==> config.mk <==
export PLATFORM = sky130hd
export DESIGN_NAME = sdio_dma_ctrl
export DESIGN_NICKNAME = d
export VERILOG_FILES = /design/src/rtl/sdio_dma_ctrl.sv
export SDC_FILE = /design/constraint.sdc
export NUM_CORES = 1
export LEC_CHECK = 0
export CAP_MARGIN = 20
export CORE_MARGIN = 1.5
export CORE_UTILIZATION = 44
export DETAILED_ROUTE_END_ITERATION = 10
export GPL_TIMING_DRIVEN = 0
export PLACE_DENSITY_LB_ADDON = 0.1
export SYNTH_ARGS = -nofsm -noshare
export SYNTH_HDL_FRONTEND = slang
export SYNTH_SLANG_ARGS = --single-unit
==> constraint.sdc <==
create_clock -name bus_clk -period 2.3 [get_ports bus_clk]
set_input_delay 0.345 -clock bus_clk [delete_from_list [all_inputs] [get_ports bus_clk]]
set_output_delay 0.345 -clock bus_clk [all_outputs]
set_load 0.02 [all_outputs]
==> src/rtl/sdio_dma_ctrl.sv <==
// Byte-wide bus-master DMA between the memory bus and the SDIO TX/RX FIFOs.
// One bus transaction is outstanding at a time; blk_cnt blocks of blk_len bytes are moved from a linear address.
`timescale 1ns/1ps
module sdio_dma_ctrl #(
  parameter int AW = 16,
  parameter int LW = 12,
  parameter int CW = 9
) (
  input  logic          bus_clk,
  input  logic          rst,
  input  logic          start,
  input  logic          abort,
  input  logic          dir,
  input  logic [AW-1:0] base_addr,
  input  logic [LW-1:0] blk_len,
  input  logic [CW-1:0] blk_cnt,
  input  logic          bus_ready,
  input  logic          bus_rdata_ready,
  input  logic [7:0]    bus_rdata,
  output logic [AW-1:0] bus_addr,
  output logic [7:0]    bus_wdata,
  output logic          bus_rd,
  output logic          bus_wr,
  output logic          tx_wr,
  output logic [7:0]    tx_wdata,
  input  logic          tx_full,
  output logic          rx_rd,
  input  logic [7:0]    rx_rdata,
  input  logic          rx_empty,
  output logic          dma_busy,
  output logic          blk_done,
  output logic          dma_done
);

  // state     | meaning
  // S_IDLE    | waiting for start
  // S_RD_REQ  | memory read request, issued once the TX FIFO has room
  // S_RD_WAIT | waiting for read data, forwarded straight into the TX FIFO
  // S_WR_POP  | waiting for a byte in the RX FIFO, pop it
  // S_WR_LAT  | RX FIFO data arrives, capture it as write data
  // S_WR_REQ  | memory write request
  // S_ADV     | advance address and byte/block counters
  // S_DONE    | end of transfer (normal or aborted)
  typedef enum logic [2:0] {
    S_IDLE, S_RD_REQ, S_RD_WAIT, S_WR_POP, S_WR_LAT, S_WR_REQ, S_ADV, S_DONE
  } state_t;

  state_t        state;
  logic [AW-1:0] addr;
  logic [LW-1:0] byte_cnt;
  logic [LW-1:0] len_r;
  logic [CW-1:0] blk_left;
  logic          dir_r;
  logic          rd_hold;
  logic          abort_pend;
  logic          blk_last;

  assign blk_last = (byte_cnt + LW'(1)) == len_r;

  // Once a read request is presented it stays up until accepted, even if tx_full rises meanwhile.
  assign bus_addr = addr;
  assign bus_rd   = (state == S_RD_REQ) && !abort && (rd_hold || !tx_full);
  assign bus_wr   = (state == S_WR_REQ) && !abort;
  assign rx_rd    = (state == S_WR_POP) && !abort && !rx_empty;
  assign tx_wr    = (state == S_RD_WAIT) && bus_rdata_ready && !abort && !abort_pend;
  assign tx_wdata = tx_wr ? bus_rdata : 8'h00;

  always_ff @(posedge bus_clk or posedge rst) begin
    if (rst) begin
      state      <= S_IDLE;
      addr       <= '0;
      byte_cnt   <= '0;
      len_r      <= '0;
      blk_left   <= '0;
      dir_r      <= 1'b0;
      rd_hold    <= 1'b0;
      abort_pend <= 1'b0;
      bus_wdata  <= 8'h00;
      dma_busy   <= 1'b0;
      blk_done   <= 1'b0;
      dma_done   <= 1'b0;
    end else begin
      blk_done <= 1'b0;
      dma_done <= 1'b0;
      case (state)
        S_IDLE: begin
          if (start) begin
            if (blk_len == '0 || blk_cnt == '0) begin
              dma_done <= 1'b1;
            end else begin
              addr     <= base_addr;
              len_r    <= blk_len;
              blk_left <= blk_cnt;
              dir_r    <= dir;
              byte_cnt <= '0;
              dma_busy <= 1'b1;
              state    <= dir ? S_WR_POP : S_RD_REQ;
            end
          end
        end
        S_RD_REQ: begin
          if (abort) begin
            rd_hold  <= 1'b0;
            state    <= S_DONE;
            dma_done <= 1'b1;
            dma_busy <= 1'b0;
          end else if (bus_rd) begin
            if (bus_ready) begin
              rd_hold <= 1'b0;
              state   <= S_RD_WAIT;
            end else begin
              rd_hold <= 1'b1;
            end
          end
        end
        S_RD_WAIT: begin
          if (abort) abort_pend <= 1'b1;
          // An aborted read still has to drain its data beat before the bus is free.
          if (bus_rdata_ready) begin
            if (abort || abort_pend) begin
              abort_pend <= 1'b0;
              state      <= S_DONE;
              dma_done   <= 1'b1;
              dma_busy   <= 1'b0;
            end else begin
              state <= S_ADV;
            end
          end
        end
        S_WR_POP: begin
          if (abort) begin
            state    <= S_DONE;
            dma_done <= 1'b1;
            dma_busy <= 1'b0;
          end else if (!rx_empty) begin
            state <= S_WR_LAT;
          end
        end
        S_WR_LAT: begin
          if (abort) begin
            state    <= S_DONE;
            dma_done <= 1'b1;
            dma_busy <= 1'b0;
          end else begin
            bus_wdata <= rx_rdata;
            state     <= S_WR_REQ;
          end
        end
        S_WR_REQ: begin
          if (abort) begin
            state    <= S_DONE;
            dma_done <= 1'b1;
            dma_busy <= 1'b0;
          end else if (bus_ready) begin
            state <= S_ADV;
          end
        end
        S_ADV: begin
          addr <= addr + AW'(1);
          if (abort) begin
            state    <= S_DONE;
            dma_done <= 1'b1;
            dma_busy <= 1'b0;
          end else if (blk_last) begin
            byte_cnt <= '0;
            blk_done <= 1'b1;
            blk_left <= blk_left - CW'(1);
            if (blk_left == CW'(1)) begin
              state    <= S_DONE;
              dma_done <= 1'b1;
              dma_busy <= 1'b0;
            end else begin
              state <= dir_r ? S_WR_POP : S_RD_REQ;
            end
          end else begin
            byte_cnt <= byte_cnt + LW'(1);
            state    <= dir_r ? S_WR_POP : S_RD_REQ;
          end
        end
        S_DONE: state <= S_IDLE;
        default: state <= S_IDLE;
      endcase
    end
  end

endmodule

After elaboration in Yosys (flattened, before gate mapping)
Cells that the tools add are included.
- register bits after elaboration: 66
- input port bits: 62
- output and inout bits: 39
- add/sub/neg operators: 3
- equal/unequal tests: 22
- mux-type cells: 59
- bitwise gates (word level): 2
- reductions and logical operators: 30
- operator list (cell ; number):
    12-bit two-way mux ; 4
    3-bit two-way mux ; 13
    9-bit two-way mux ; 4
    16-bit two-way mux ; 2
    16-bit case mux with 2 select lines ; 1
    1-bit two-way mux ; 26
    12-bit case mux with 2 select lines ; 1
    3-bit case mux with 8 select lines ; 1
    3-bit inequality test, second input constant ; 6
    9-bit case mux with 2 select lines ; 1
    16-bit by 1-bit adder with 16-bit output, second input constant ; 1
    12-bit by 1-bit adder with 12-bit output, second input constant ; 1
    12-bit equality test ; 1
    3-bit equality test, second input constant ; 4
    12-bit logical NOT ; 1
    2-bit inequality test, second input constant ; 5
    9-bit by 1-bit equality test with 1-bit output, second input constant ; 1
    9-bit logical NOT ; 1
    9-bit by 1-bit subtractor with 9-bit output, second input constant ; 1
    1-bit logical AND ; 8
    8-bit two-way mux ; 1
    1-bit case mux with 4 select lines ; 2
    8-bit AND reduction ; 1
    7-bit AND reduction ; 1
    15 further kinds ; 28

Logic depth before layout (Yosys ltp)
- depth after elaboration: 6
- gate-level depth with buffers: 10
- gate-level depth less buffers: 8

Worst setup path after synthesis
Ideal clock, no wire load.
- kind: reg-to-reg
- start: register byte_cnt[0]
- end: register byte_cnt[10]
- setup time: 0.126 ns
- data arrival time: 2.380 ns
- setup slack: -0.206 ns
- stages on the path, launching flop included: 10
- path buffers: 1
- cells stage by stage: dfrtp_1 ha_1 and4_1 buf_6 a21o_1 a2111oi_2 o2111a_2 a31oi_4 and3_1 a221o_1
- word-level cells in the longest chain between the ends: 5
- ends and longest elaborated chain (what ; RTL line ; source):
    from (decl) ; 50 ; logic [LW-1:0] byte_cnt;
    from (signal assigned) ; 176 ; byte_cnt <= byte_cnt + LW'(1);
    12-bit by 1-bit adder with 12-bit output * ; 58, 176 ;
    12-bit equality test ; 58 ; assign blk_last = (byte_cnt + LW'(1)) == len_r;
    12-bit two-way mux * ; 164 ; end else if (blk_last) begin
    12-bit two-way mux * ; 160 ; if (abort) begin
    12-bit case mux with 2 select lines * ; 85 ; case (state)
Mark *: on every way between the ends. The rest lies on a longest branch, timed or not. The select of a mux whose other input is x is not followed.
A chain may end at the register's enable or synchronous reset.

Worst setup path after layout
- start: register byte_cnt[0]
- end: register byte_cnt[5]
Same word-level chain as after synthesis.

==> flow_summary.ini <==
[global_route]
grt_start_max_net_pins = 67
grtUsageTotal_pct = 24.0
grt_pass1_wl_mm = 17.1
gr-total-overflow = 0
grt_pass1_vias = 3569
grt_antenna_before_repair = 0

[drt]
vias = 3917
avgRoutedWirePerCell_um = 16.1
drcViolationCount = 0
drtIter0Drc = 216
wl_mm = 11.0
viasPerCell = 5.73
detail-route-antenna-nets = 0
drt-pass1-iter-count = 5

[logic_synthesis]
netlist_instances = 449
yosysTopAreaCell = dfrtp_1
ys_seq_area_share_pct = 42.9
ys.flop_type = dfrtp_1
synth_top_area_share_pct = 42.9
yosys-top-cells-area = dfrtp_1 (43%), nand2_1 (6.0%), o21ai_0 (3.9%)
synth-seq-cells = 66
yosys_warnings = 0
synthArstFlopShare_pct = 100
synth_edf_count = 0
avgSynthCellArea_um2 = 8.57
syn_nets = 515
synth.distinct_cells = 55
netlist_area_mm2 = 0.00385

[final_layout]
drive_gt1_share_pct = 17.6
finalNetCount = 639
layoutNonFillerInstCount = 683
final_cell_area_mm2 = 0.00554
diodes = 0
syn_to_final_growth_pct = 44.1

[worst_setup_path]
path_class = reg -> reg
crit_path_max_fanout = 6
path_buf_inv = 2
cp_slowest_stage_delay_ps = 430
end_kind = register
path_delay_family = compound AO/OA/AOI/OAI gates
slowest_stage = dfrtp_2
path_cells = ha_4 -> and4_4 -> a21o_1 -> a2111oi_4 -> o2111a_2 -> a31oi_4 -> buf_6 -> buf_4 -> a21oi_2 -> o22ai_1
worst_ep_required_time_ps = 2520
arrival_ps = 2670
critPathLaunchType = register

[clock_network]
cts_root_buf = clkbuf_8
clk_pin_slew_ps = 80
numCtsBuffers = 9
cts_tree = built
clock_latency_ps = 350
cts_max_path_buffers = 2
cts.sinks = 66
cts.htree.levels = 3

[timing]
maxSlewViolCount = 0
fin_skew_ps = 9.70
fmax_mhz = 409
finalSetupViolCount = 23
min_period_ps = 2450
worst_pin_slew_ps = 1040
finalHoldViolCount = 0
rsz0062_at_grt = true
tns_ps = -1830
max_slew_margin_pct = 30.5
post-route-period-util_pct = 106
setup_ws_ps = -146

[flow_run]
maxCapViolations = 0

[place]
numPortBuffers = 100
place_congestion = 0.889
hpwl_mm = 7.55
postPlaceCellArea_mm2 = 0.00501
dp_cells = 654

[power]
p_per_area_mw_per_mm2 = 1080
leakage_nw = 2.31
peakVddDrop_mv = 0.639

[run_status]
violations = setup timing
status = finished with violations

[die]
initial_core_util_pct = 46.1
core.rowCount = 33
num_io_pins = 101
die_x_um = 96.5
coreArea_mm2 = 0.00834
die_area_mm2 = 0.00931
die_y_um = 96.5

[min_path]
hold_path_class = reg -> reg
## routing by layer
metal	wire, um	GRT usage (%)	up-vias	part of all wire, %
met5	0	0	-	0
met4	97	7.25	0	0.88
met3	614	4.77	13	5.6
met2	5390	38.6	146	49
met1	4880	32.6	1882	44
li1	-	-	1876	-
## path summary, 6_finish.rpt
check | slack (ps) | endpoint | from | depth (start not counted)
max reg2reg | -150 | byte_cnt[5] | byte_cnt[0] | 10
min | 490 | rd_hold | rd_hold | 1
min reg2reg | 490 | rd_hold | rd_hold | 1
min in group asynchronous | 520 | bus_addr[14] | rst | 2
max in group asynchronous | 1180 | state[2] | rst | 2
max | -150 | byte_cnt[5] | byte_cnt[0] | 10
## flip-flops by register name, summed over array words and instances, names as in the netlist
register,count
abort_pend,1
blk_done,1
blk_left,9
bus_addr,16
bus_wdata,8
byte_cnt,12
dir_r,1
dma_busy,1
dma_done,1
len_r,12
rd_hold,1
state,3
## Yosys cell counts (5+ instances only)
| cell type | number |
|---|---|
| nand2_1 | 62 |
| a21oi_1 | 26 |
| nor3_1 | 20 |
| mux2_2 | 9 |
| xor2_1 | 9 |
| and3_1 | 9 |
| dfrtp_1 | 66 |
| nand3_1 | 18 |
| clkbuf_1 | 18 |
| o22ai_1 | 7 |
| nor2_1 | 37 |
| nand2b_1 | 11 |
| inv_1 | 15 |
| o21ai_0 | 30 |
| nor4_1 | 9 |
| and2_1 | 10 |
| o211ai_1 | 5 |
| a211oi_1 | 10 |
| nand4_1 | 8 |
| xnor2_1 | 5 |
## where the power goes
group	switching (mW)	total, mW	leakage [nW]	internal, mW
registers	0.472	2.10	0.809	1.63
logic	1.63	3.03	1.41	1.40
clock network	0.444	0.861	0.0872	0.417
## cells in the final DEF (no fill, tap or decap), drive strengths merged, types with 3 or more instances in the layout
cell type	Yosys	layout
a21oi	26	26
xnor2	5	5
clkbuf	20	31
nand4	8	8
xor2	9	9
o211ai	5	5
a211oi	10	10
o22ai	7	7
inv	15	15
buf	5	23
dfrtp	66	66
nand2	62	62
a21o	4	4
nor4	9	9
ha	4	4
a22oi	4	4
and4	4	4
nand2b	11	11
a221o	3	3
nand3	18	18
mux2	9	9
o21ai	34	34
dlygate4sd2	0	3
a31oi	5	5
clkdlybuf4s15	0	4
and2	10	10
clkinv	0	3
nor2	37	37
nor3	20	21
and3	9	9
clkdlybuf4s50	0	88
## logic make-up after synthesis
| family | count (synthesis) | share of synthesized area, % |
|---|---|---|
| buffers and inverters | 40 | 4.42 |
| XOR/XNOR | 14 | 3.19 |
| AND/OR/NAND/NOR | 200 | 25.6 |
| multiplexers | 10 | 2.89 |
| AO/OA/AOI/OAI | 115 | 19.7 |
| adder cells (fa/ha/maj) | 4 | 1.30 |
| flip-flops | 66 | 42.9 |
## metrics by stage
stage | power (mW) | worst slack (ps) | hold slack [ps] | utilization, %
floorplan | 3.74 | -53.7 | 431 | -
global placement | 4.70 | -925 | 475 | 60.0
detailed placement | 4.77 | -744 | 476 | 60.1
CTS | 5.80 | -221 | 497 | 64.1
global route | 6.40 | -204 | 505 | 66.5
finish | 5.99 | -146 | 492 | 66.5
## repair_timing
item / in CTS / in global routing
setup buffers: 8 / 6
gates resized for setup: 55 / 60
pin swaps: 16 / 20
setup endpoints to repair: 45 / 44
gates cloned: 2 / 0
endpoints found under the hold margin: 0 / 0
hold buffers: 0 / 0
## area by class of cell
cell class	count	area [um2]
Multi-Input combinational cell	344	2270
Tap cell	105	131
Sequential cell	66	1660
Clock buffer	13	149
Clock inverter	3	15.0
Buffer	22	124
Inverter	15	58.8
Timing Repair Buffer	115	1140
Fill cell	698	2800
(Power assumes the default switching activity.)
